===== src/rtl/ram_access_arbiter_pkg.sv =====
// Shared constants for the RAM access arbiter: FSM states, access sizes, RW encoding, port ids.
// Also holds the alignment rule used at grant time.
package ram_access_arbiter_pkg;

    localparam logic [1:0] ST_IDLE    = 2'd0;
    localparam logic [1:0] ST_ACCESS  = 2'd1;
    localparam logic [1:0] ST_RELEASE = 2'd2;

    localparam logic [1:0] SZ_BYTE = 2'b00;
    localparam logic [1:0] SZ_HALF = 2'b01;
    localparam logic [1:0] SZ_WORD = 2'b10;
    localparam logic [1:0] SZ_RSVD = 2'b11;

    localparam logic RD = 1'b1;
    localparam logic WR = 1'b0;

    localparam logic PORT_IF = 1'b0;
    localparam logic PORT_D  = 1'b1;

    // Reserved size is treated as misaligned so it never reaches the RAM.
    function automatic logic is_misaligned(input logic [1:0] size, input logic [1:0] addr_lo);
        return (size == SZ_HALF && addr_lo[0]) ||
               (size == SZ_WORD && addr_lo != 2'b00) ||
               (size == SZ_RSVD);
    endfunction

endpackage


===== src/rtl/ram_access_arbiter_if.sv =====
// Requester and RAM-side signal bundle of the arbiter.
// slave = arbiter view, master = requesters plus RAM (testbench view).
interface ram_access_arbiter_if #(
    parameter int ADDR_W = 9,
    parameter int DATA_W = 32
);
    logic              ifReq;
    logic [ADDR_W-1:0] ifAddr;
    logic              ifDone;
    logic              ifErr;
    logic [DATA_W-1:0] ifRdata;

    logic              dReq;
    logic              dRW;
    logic [1:0]        dSize;
    logic [ADDR_W-1:0] dAddr;
    logic [DATA_W-1:0] dWdata;
    logic              dDone;
    logic              dErr;
    logic [DATA_W-1:0] dRdata;

    logic              ramMFA;
    logic              ramRW;
    logic [1:0]        ramDataSize;
    logic [ADDR_W-1:0] ramAddress;
    logic [DATA_W-1:0] ramDataOut;
    logic [DATA_W-1:0] ramDataIn;
    logic              ramMFC;
    logic              busy;

    modport slave (
        input  ifReq, ifAddr, dReq, dRW, dSize, dAddr, dWdata, ramDataIn, ramMFC,
        output ifDone, ifErr, ifRdata, dDone, dErr, dRdata,
               ramMFA, ramRW, ramDataSize, ramAddress, ramDataOut, busy
    );

    modport master (
        output ifReq, ifAddr, dReq, dRW, dSize, dAddr, dWdata, ramDataIn, ramMFC,
        input  ifDone, ifErr, ifRdata, dDone, dErr, dRdata,
               ramMFA, ramRW, ramDataSize, ramAddress, ramDataOut, busy
    );
endinterface


===== src/rtl/ram_access_arbiter_sel.sv =====
// Combinational IF/D grant selector with a saturating D-streak counter for IF starvation relief.
// Grants only while idle; a misaligned D grant leaves the streak untouched.
module arb_priority_sel #(
    parameter int MAX_D_STREAK = 3
) (
    input  logic clk,
    input  logic rst_n,
    input  logic idle_i,
    input  logic if_req_i,
    input  logic d_req_i,
    input  logic d_bad_i,
    output logic gnt_if_o,
    output logic gnt_d_o
);
    localparam int SW = (MAX_D_STREAK < 1) ? 1 : $clog2(MAX_D_STREAK + 1);
    localparam logic [SW-1:0] STREAK_MAX = SW'(MAX_D_STREAK);

    logic [SW-1:0] streak_q, streak_d;
    logic          force_if;

    assign force_if = (streak_q == STREAK_MAX);
    assign gnt_d_o  = idle_i && d_req_i && !(if_req_i && force_if);
    assign gnt_if_o = idle_i && if_req_i && !gnt_d_o;

    always_comb begin
        streak_d = streak_q;
        if (gnt_if_o) begin
            streak_d = '0;
        end else if (gnt_d_o && !d_bad_i && if_req_i && !force_if) begin
            streak_d = streak_q + SW'(1);
        end
    end

    always_ff @(posedge clk or negedge rst_n) begin
        if (!rst_n) begin
            streak_q <= '0;
        end else begin
            streak_q <= streak_d;
        end
    end
endmodule


===== src/rtl/ram_access_arbiter.sv =====
// Shares one MFA/MFC RAM port between fetch (IF) and load/store (D); RAM fields come from grant-time latches.
// Optional ARB_TIMEOUT_EN aborts an access with err=1 when MFC never arrives.
module ram_access_arbiter
    import ram_access_arbiter_pkg::*;
#(
    parameter int ADDR_W       = 9,
    parameter int DATA_W       = 32,
    parameter int MAX_D_STREAK = 3,
    parameter int TIMEOUT      = 16
) (
    input  logic                 Clk,
    input  logic                 reset,
    ram_access_arbiter_if.slave  bus
);
    logic [1:0]        state_q, state_d;
    logic              port_q, rw_q;
    logic [1:0]        size_q;
    logic [ADDR_W-1:0] addr_q;
    logic [DATA_W-1:0] wdata_q, if_rdata_q, d_rdata_q;
    logic              if_done_q, if_err_q, d_done_q, d_err_q;

    logic gnt_if, gnt_d, d_bad, fin, fin_err, tmo_hit;

    assign d_bad = is_misaligned(bus.dSize, bus.dAddr[1:0]);

    arb_priority_sel #(.MAX_D_STREAK(MAX_D_STREAK)) u_sel (
        .clk      (Clk),
        .rst_n    (reset),
        .idle_i   (state_q == ST_IDLE),
        .if_req_i (bus.ifReq),
        .d_req_i  (bus.dReq),
        .d_bad_i  (d_bad),
        .gnt_if_o (gnt_if),
        .gnt_d_o  (gnt_d)
    );

`ifdef ARB_TIMEOUT_EN
    localparam int TW = $clog2(TIMEOUT + 1);
    logic [TW-1:0] tmo_q;

    assign tmo_hit = (tmo_q == TW'(TIMEOUT - 1));

    always_ff @(posedge Clk or negedge reset) begin
        if (!reset) begin
            tmo_q <= '0;
        end else if (state_q != ST_ACCESS) begin
            tmo_q <= '0;
        end else begin
            tmo_q <= tmo_q + TW'(1);
        end
    end
`else
    assign tmo_hit = 1'b0;
`endif

    // An access finishes on MFC, or on timeout when MFC is still low.
    assign fin     = (state_q == ST_ACCESS) && (bus.ramMFC || tmo_hit);
    assign fin_err = !bus.ramMFC;

    always_comb begin
        state_d = state_q;
        case (state_q)
            ST_IDLE:    if (gnt_if || (gnt_d && !d_bad)) state_d = ST_ACCESS;
            ST_ACCESS:  if (fin) state_d = ST_RELEASE;
            ST_RELEASE: if (!bus.ramMFC) state_d = ST_IDLE;
            default:    state_d = ST_IDLE;
        endcase
    end

    always_ff @(posedge Clk or negedge reset) begin
        if (!reset) begin
            state_q    <= ST_IDLE;
            port_q     <= PORT_IF;
            rw_q       <= 1'b0;
            size_q     <= 2'b00;
            addr_q     <= '0;
            wdata_q    <= '0;
            if_rdata_q <= '0;
            d_rdata_q  <= '0;
            if_done_q  <= 1'b0;
            if_err_q   <= 1'b0;
            d_done_q   <= 1'b0;
            d_err_q    <= 1'b0;
        end else begin
            state_q   <= state_d;
            if_done_q <= fin && (port_q == PORT_IF);
            if_err_q  <= fin && (port_q == PORT_IF) && fin_err;
            d_done_q  <= (fin && (port_q == PORT_D)) || (gnt_d && d_bad);
            d_err_q   <= (fin && (port_q == PORT_D) && fin_err) || (gnt_d && d_bad);

            if (gnt_if) begin
                port_q  <= PORT_IF;
                addr_q  <= bus.ifAddr;
                rw_q    <= RD;
                size_q  <= SZ_WORD;
                wdata_q <= '0;
            end else if (gnt_d && !d_bad) begin
                port_q  <= PORT_D;
                addr_q  <= bus.dAddr;
                rw_q    <= bus.dRW;
                size_q  <= bus.dSize;
                wdata_q <= bus.dWdata;
            end

            if (fin && !fin_err && rw_q == RD) begin
                if (port_q == PORT_IF) begin
                    if_rdata_q <= bus.ramDataIn;
                end else begin
                    d_rdata_q <= bus.ramDataIn;
                end
            end
        end
    end

    assign bus.ramMFA      = (state_q == ST_ACCESS);
    assign bus.busy        = (state_q != ST_IDLE);
    assign bus.ramRW       = rw_q;
    assign bus.ramDataSize = size_q;
    assign bus.ramAddress  = addr_q;
    assign bus.ramDataOut  = wdata_q;
    assign bus.ifDone      = if_done_q;
    assign bus.ifErr       = if_err_q;
    assign bus.ifRdata     = if_rdata_q;
    assign bus.dDone       = d_done_q;
    assign bus.dErr        = d_err_q;
    assign bus.dRdata      = d_rdata_q;
endmodule


===== src/flat_wrapper.sv =====
// flat-port wrapper written by rule: the top's interface ports become plain ports
module ram_access_arbiter_flat import ram_access_arbiter_pkg::*;
#(
    parameter int ADDR_W       = 9,
    parameter int DATA_W       = 32,
    parameter int MAX_D_STREAK = 3,
    parameter int TIMEOUT      = 16
)
  (Clk, reset, bus_ifReq, bus_ifAddr, bus_dReq, bus_dRW, bus_dSize, bus_dAddr, bus_dWdata, bus_ramDataIn, bus_ramMFC, bus_ifDone, bus_ifErr, bus_ifRdata, bus_dDone, bus_dErr, bus_dRdata, bus_ramMFA, bus_ramRW, bus_ramDataSize, bus_ramAddress, bus_ramDataOut, bus_busy);
  ram_access_arbiter_if #(.ADDR_W(ADDR_W), .DATA_W(DATA_W)) bus_i ();
  input  logic Clk;
  input  logic reset;
  input wire logic [$bits(bus_i.ifReq)-1:0] bus_ifReq;
  input wire logic [$bits(bus_i.ifAddr)-1:0] bus_ifAddr;
  input wire logic [$bits(bus_i.dReq)-1:0] bus_dReq;
  input wire logic [$bits(bus_i.dRW)-1:0] bus_dRW;
  input wire logic [$bits(bus_i.dSize)-1:0] bus_dSize;
  input wire logic [$bits(bus_i.dAddr)-1:0] bus_dAddr;
  input wire logic [$bits(bus_i.dWdata)-1:0] bus_dWdata;
  input wire logic [$bits(bus_i.ramDataIn)-1:0] bus_ramDataIn;
  input wire logic [$bits(bus_i.ramMFC)-1:0] bus_ramMFC;
  output wire logic [$bits(bus_i.ifDone)-1:0] bus_ifDone;
  output wire logic [$bits(bus_i.ifErr)-1:0] bus_ifErr;
  output wire logic [$bits(bus_i.ifRdata)-1:0] bus_ifRdata;
  output wire logic [$bits(bus_i.dDone)-1:0] bus_dDone;
  output wire logic [$bits(bus_i.dErr)-1:0] bus_dErr;
  output wire logic [$bits(bus_i.dRdata)-1:0] bus_dRdata;
  output wire logic [$bits(bus_i.ramMFA)-1:0] bus_ramMFA;
  output wire logic [$bits(bus_i.ramRW)-1:0] bus_ramRW;
  output wire logic [$bits(bus_i.ramDataSize)-1:0] bus_ramDataSize;
  output wire logic [$bits(bus_i.ramAddress)-1:0] bus_ramAddress;
  output wire logic [$bits(bus_i.ramDataOut)-1:0] bus_ramDataOut;
  output wire logic [$bits(bus_i.busy)-1:0] bus_busy;
  assign bus_i.ifReq = bus_ifReq;
  assign bus_i.ifAddr = bus_ifAddr;
  assign bus_i.dReq = bus_dReq;
  assign bus_i.dRW = bus_dRW;
  assign bus_i.dSize = bus_dSize;
  assign bus_i.dAddr = bus_dAddr;
  assign bus_i.dWdata = bus_dWdata;
  assign bus_i.ramDataIn = bus_ramDataIn;
  assign bus_i.ramMFC = bus_ramMFC;
  assign bus_ifDone = bus_i.ifDone;
  assign bus_ifErr = bus_i.ifErr;
  assign bus_ifRdata = bus_i.ifRdata;
  assign bus_dDone = bus_i.dDone;
  assign bus_dErr = bus_i.dErr;
  assign bus_dRdata = bus_i.dRdata;
  assign bus_ramMFA = bus_i.ramMFA;
  assign bus_ramRW = bus_i.ramRW;
  assign bus_ramDataSize = bus_i.ramDataSize;
  assign bus_ramAddress = bus_i.ramAddress;
  assign bus_ramDataOut = bus_i.ramDataOut;
  assign bus_busy = bus_i.busy;
  ram_access_arbiter #(.ADDR_W(ADDR_W), .DATA_W(DATA_W), .MAX_D_STREAK(MAX_D_STREAK), .TIMEOUT(TIMEOUT)) u_core (.Clk(Clk), .reset(reset), .bus(bus_i));
endmodule

===== config.mk =====
export PLATFORM = sky130hd
export DESIGN_NAME = ram_access_arbiter_flat
export DESIGN_NICKNAME = d
export VERILOG_FILES = /design/src/rtl/ram_access_arbiter_pkg.sv /design/src/rtl/ram_access_arbiter_if.sv /design/src/rtl/ram_access_arbiter_sel.sv /design/src/rtl/ram_access_arbiter.sv /design/src/flat_wrapper.sv
export SDC_FILE = /design/constraint.sdc
export NUM_CORES = 1
export LEC_CHECK = 0
export ABC_AREA = 1
export ABC_CLOCK_PERIOD_IN_PS = 1920
export CAP_MARGIN = 10
export CORE_UTILIZATION = 42
export CTS_CLUSTER_DIAMETER = 100
export CTS_CLUSTER_SIZE = 30
export DETAILED_ROUTE_END_ITERATION = 10
export PLACE_DENSITY = 0.92
export SLEW_MARGIN = 0
export SYNTH_ARGS = -nofsm -noshare
export SYNTH_HDL_FRONTEND = slang
export SYNTH_SLANG_ARGS = --single-unit

===== constraint.sdc =====
create_clock -name Clk -period 1.92 [get_ports Clk]
set_input_delay 0.384 -clock Clk [delete_from_list [all_inputs] [get_ports Clk]]
set_output_delay 0.384 -clock Clk [all_outputs]
set_load 0.02 [all_outputs]

==> out/qor.yml, run 1 <==
tns_ns: 0
drc: 0
rr_startpoint: "u_core.u_sel.streak_q[0]"
cts_root_buf: "clkbuf_8"
critPathBufInv: 1
grt_antenna_before_repair: 0
worst_ir_drop_vdd_uv: 1140
synth_xor_area_share_pct: 0
ctsHtreeMaxLevel: 4
io_buffers: 203
cp-startpoint: "u_core.bus.ramDataOut[24]"
synth_compound_area_share_pct: 7.27
yosysMostFrequentCell: "nand2_1"
fin_worst_skew_ns: 0.00674
hpwl_microns: 9160
synth_top_area_cell: "dfrtp_1"
cts_sinks: 117
cp-start-kind: "flop"
ioPinCount: 204
power.density_nw_per_um2: 1730
synthTopCellsByArea: "dfrtp_1, nand2_1, o21ai_1"
clkLatencyLatePin_ns: 0.50
crit_path_end_kind: "output port"
path_max_fanout: 2
ant_nets: 0
cts_buffers: 17
grt_max_degree: 65
crit_end: "bus_ramDataOut[24]"
yosys.area.top_type_share_pct: 62.4
cp.arrival_ns: 1.48
drv_cap: 0
synthMuxAreaShare_pct: 0
r2r_slack_ns: 0.24
rows: 38
synth_top_family_by_area: "simple AND/OR/NAND/NOR gates"
crit_required_ns: 1.54
synth_nets: 596
grt_use_total_pct: 22.5
cp_slowest_stage_delay_ns: 0.61
num_antenna_cells: 0
avgViaCountPerCell: 4.98
dp_cells: 832
grt_pass1_vias: 4280
min_period_over_period_pct: 97.2
r2r-end: "u_core.bus.ramDataOut[12]"
synth.distinct_cells: 22
status: "finished clean"
drt_first_pass_iters: 4
hold_viol_final: 0
area_growth_pct: 58.6
yosys-top-cells-count: "nand2_1, dfrtp_1, o21ai_1"
gr-max-usage-layer: "met2"
place_ws_ns: 0.0228
hold_path.class: "in2async"
nNetsFinal: 803
ys_async_sr_fraction_pct: 100
clock_path_buffers: 2
post-cts-setup-buffers: 0
synth_cells: 505
synth_seq_cells: 117
setup_violations: 0
crit_chain: "clkdlybuf4s50_1"
synth.cell_area_sq_um: 4700
fin_ws_ns: 0.0536
wl_per_cell_microns: 14.6
die_w_microns: 108
start_util_pct: 43.1
grt_use_met1_pct: 26.7
drive_gt1_share_pct: 7.47
ys_seq_area_share_pct: 62.4
period_needed_ns: 1.87
rsz0062_at_grt: "false"
wl_microns: 12600
synth_fa_ha_area_share_pct: 0.266
finalNonFillerCells: 863
core_area_sq_um: 10900
n_fill_cell: 815
synth-simple-area-share_pct: 23.2
yosys_most_used_dff: "dfrtp_1"
cts.reportedPaths.clkPinSlew_ns: 0.06
grt_overflow: 0
grtUsageMet2_pct: 38.7
yosys_warnings: 0
final_max_slew_viol_count: 0
synth_edf_count: 0
cpMaxStageDelayCell: "clkdlybuf4s50_1"
fin_util_pct: 68.4
route.vias.total: 4302
gp_congestion: 0.845
cp.depth: 1
critPathKind: "reg2out"
fp.dieH_microns: 108
p_leak_nw: 3.70
post_dp_cell_area_sq_um: 6890
avgSynthCellArea_sq_um: 9.30
grt_pass1_wl_microns: 20100
grtUsageMet3_pct: 5.75
reg2regPathDepth: 9
max_freq_ghz: 0.536
finalInstanceArea_sq_um: 7450
dieArea_sq_um: 11600
first_iter_violations: 297
cts_tree: "done"
crit_family: "buffers and inverters"
## cells in the final DEF (no fill, tap or decap), types with 3 or more instances in the layout
master,count
nand3_4,3
clkbuf_8,4
inv_1,41
buf_4,5
buf_12,6
dlymetal6s2s_1,8
nand4_1,7
clkinv_2,4
clkinvlp_4,4
dfrtp_1,117
nand2_1,172
o21ai_1,54
nand3_1,48
o21ai_0,12
clkbuf_16,16
clkdlybuf4s50_1,190
nor2_1,12
## registers in the layout, summed over array words and instances (netlist names), 2 cells and up
register / count
u_core.bus.dRdata: 32
u_core.bus.ifRdata: 32
u_core.bus.ramDataOut: 32
u_core.bus.ramAddress: 9
u_core.bus.ramDataSize: 2
u_core.state_q: 2
u_core.u_sel.streak_q: 2
## area by class of cell
cell class	instances	area [sq um]	share of cell area, %
Clock buffer	21	459	6.16
Clock inverter	9	80.1	1.07
Inverter	43	161	2.17
Multi-Input combinational cell	319	1450	19.4
Sequential cell	117	2930	39.3
Tap cell	140	175	2.35
Timing Repair Buffer	214	2200	29.5
## timing repair
item / 4_1_cts / 5_1_grt
hold buffers: 1 / 0
resized for setup: 5 / 11
hold endpoints to repair: 23 / 0
setup endpoints to repair: 4 / 10
## metal layers
metal  vias to the layer above  routed length, microns
met5                         -                       0
met4                         0                     208
met3                        27                     834
met2                       201                    6440
met1                      2047                    5100
li1                       2027                       -
## worst min-delay path by stage
stage                                           to  start  depth (start not counted)  slack, ns
after detailed placement  u_core.bus.ramAddress[6]  reset                          1       0.31
after CTS                 u_core.bus.ramAddress[2]  reset                          2       0.36
final                     u_core.bus.ramAddress[4]  reset                          2       0.38
after global routing      u_core.bus.ramAddress[2]  reset                          2       0.39
after global placement            u_core.bus.ifErr  reset                          1       0.31
after floorplan                   u_core.bus.dDone  reset                          0       0.09
## cells by family after synthesis
kind of cell             Yosys count
AO/OA/AOI/OAI                     68
adder cells (fa/ha/maj)            1
buffers and inverters             69
flip-flops                       117
other                              1
AND/OR/NAND/NOR                  249
## report_power, final
group          internal [W]  switching, W
sequential          0.00360      0.000716
combinational       0.00264       0.00310
clock               0.00179       0.00104
## metrics by stage
step / hold WS (ns) / power (W)
after floorplan: 0.0884 / 0.00711
after global placement: 0.307 / 0.00991
after detailed placement: 0.312 / 0.0101
after CTS: 0.363 / 0.0130
after global routing: 0.390 / 0.0136
final: 0.382 / 0.0129
Note: power is estimated with default switching activity, not from simulation.
==> inputs of run 2 (changes only) <==
--- a/config.mk
+++ b/config.mk
@@ -12,7 +12,7 @@
 export CTS_CLUSTER_DIAMETER = 100
 export CTS_CLUSTER_SIZE = 30
 export DETAILED_ROUTE_END_ITERATION = 10
-export PLACE_DENSITY = 0.92
+export PLACE_DENSITY_LB_ADDON = 0.1
 export SLEW_MARGIN = 0
 export SYNTH_ARGS = -nofsm -noshare
 export SYNTH_HDL_FRONTEND = slang
==> out/qor.yml, run 2 (same netlist as run 1, synthesis figures left out) <==
status: "finished clean"
clkPwrFrac_pct: 22.7  # +0.8 points
route.vias.total: 4185  # -2.7%
die_w_microns: 108  # unchanged
cpMaxStageDelayCell: "clkdlybuf4s50_1"
comb_power_share_pct: 44.3  # -0.3 points
wl_microns: 11900  # -5.4%
max_freq_ghz: 0.532  # -0.71%
grtUsageMet3_pct: 6.60  # +0.85 points
grtUsageMet2_pct: 33.8  # -4.9 points
hold_path.class: "in2async"
gp_congestion: 0.780  # -7.6%
rows: 38  # unchanged
first_iter_violations: 242  # -19%
grt_antenna_before_repair: 0  # unchanged
path_max_fanout: 2  # unchanged
crit_required_ns: 1.54  # about the same
ctsHtreeMaxLevel: 4  # unchanged
tns_ns: 0  # unchanged
seqPwrFrac_pct: 33.0  # -0.5 points
cp-start-kind: "flop"
nNetsFinal: 807  # +0.50%
power.density_nw_per_um2: 1710  # -0.89%
grt_pass1_vias: 4093  # -4.4%
cp.depth: 1  # unchanged
crit_family: "buffers and inverters"
wl_per_cell_microns: 13.7  # -6.1%
fp.dieH_microns: 108  # unchanged
cp_slowest_stage_delay_ns: 0.63  # +0.02 ns
dp_cells: 836  # +0.48%
drv_cap: 0  # unchanged
internal-power_w: 0.00811  # +0.98%
avgViaCountPerCell: 4.82  # -3.4%
p_sw_w: 0.00482  # -0.55%
n_fill_cell: 887  # +8.8%
cts_tree: "done"
clkLatencyLatePin_ns: 0.51  # about the same
fin_worst_skew_ns: 0.00690  # +0.000158 ns
grt_use_met1_pct: 27.2  # +0.49 points
grt_max_degree: 65  # unchanged
io_buffers: 203  # unchanged
swShare_pct: 37.3  # -0.36 points
cts_root_buf: "clkbuf_8"
cts_sinks: 117  # unchanged
setup_violations: 0  # unchanged
ant_nets: 0  # unchanged
reg2regPathDepth: 9  # unchanged
grt_overflow: 0  # unchanged
grt_use_total_pct: 21.5  # -1.1 points
num_antenna_cells: 0  # unchanged
p_leak_nw: 3.86  # +4.2%
final_common_cell: "clkdlybuf4s50_1"
start_util_pct: 43.1  # unchanged
final_max_slew_viol_count: 0  # unchanged
period_needed_ns: 1.88  # +0.0134 ns
hpwl_microns: 8420  # -8.1%
gr-max-usage-layer: "met2"
grt_pass1_wl_microns: 19200  # -4.3%
finalInstanceArea_sq_um: 7550  # +1.3%
core_area_sq_um: 10900  # unchanged
fin_util_pct: 69.3  # +0.90 points
cp.arrival_ns: 1.50  # +0.02 ns
post-cts-setup-buffers: 0  # unchanged
drt_first_pass_iters: 4  # unchanged
drc: 0  # unchanged
area_growth_pct: 60.7
final-seq-area_sq_um: 2930  # about the same
power_w: 0.0129  # +0.41%
cts_buffers: 17  # unchanged
critPathBufInv: 1  # unchanged
crit_chain: "clkdlybuf4s50_1"
post_dp_cell_area_sq_um: 6950  # +0.80%
finalNonFillerCells: 869  # +0.70%
dieArea_sq_um: 11600  # unchanged
clock_path_buffers: 2  # unchanged
critPathKind: "reg2out"
rsz0062_at_grt: "false"
cts.reportedPaths.clkPinSlew_ns: 0.06  # about the same
min_period_over_period_pct: 97.9  # +0.70 points
ioPinCount: 204  # unchanged
multi_input_area_sq_um: 1450  # unchanged
worst_ir_drop_vdd_uv: 1030  # -9.1%
final_cell_mix: "clkdlybuf4s50_1, nand2_1, dfrtp_1"
hold_viol_final: 0  # unchanged
drive_gt1_share_pct: 8.09  # +0.62 points
crit_path_end_kind: "output port"
-- run 2: final cells by class --
class,count,share of cell area (%)
repair buffers,218,30.2
clock buffers,19,5.59
clock inverters,13,1.77
flip-flops and latches,117,38.8
well taps,140,2.32
inverters,43,2.14
multi-input cells,319,19.2
-- run 2: path summary, 6_finish.rpt --
| path | endpoint | start | slack [ns] |
|---|---|---|---|
| min reg2reg | u_core.bus.dRdata[23] | u_core.bus.dRdata[23] | 0.49 |
| min | u_core.bus.ifRdata[8] | reset | 0.28 |
| max reg2reg | u_core.bus.ramDataOut[29] | u_core.u_sel.streak_q[0] | 0.30 |
| max | bus_ifRdata[26] | u_core.bus.ifRdata[26] | 0.04 |
| min in group Clk | u_core.bus.ramDataOut[9] | bus_dWdata[9] | 0.41 |
| max in group asynchronous | u_core.bus.dRdata[29] | reset | 1.08 |
-- run 2: metrics by stage --
| stage | worst slack (ns) | hold WS, ns |
|---|---|---|
| finish | 0.0402 | 0.282 |
| global route | 0.0000476 | 0.283 |
| CTS | 0.00142 | 0.251 |
| detailed placement | 0.0260 | 0.260 |
| global placement | 0.0844 | 0.260 |
| floorplan | 0.486 | 0.0884 |
-- run 2: layer usage --
metal	vias to the layer above	wire length [microns]	share of wire (%)
li1	2032	-	-
met4	0	218	1.8
met2	166	5630	47
met1	1968	5180	44
met3	19	879	7.4
met5	-	0	0
-- run 2: power groups by stage --
stage               clock network [W]  registers, W  logic, W
floorplan                           0       0.00556   0.00156
global placement                    0       0.00426   0.00573
detailed placement                  0       0.00428   0.00585
CTS                           0.00300       0.00427   0.00584
global route                  0.00312       0.00439   0.00620
finish                        0.00293       0.00426   0.00573
-- run 2: repair_timing --
action,in CTS,in global routing
hold endpoints to repair,13,0
resized for setup,4,20
hold buffers,1,0
endpoints found under the setup margin,4,18
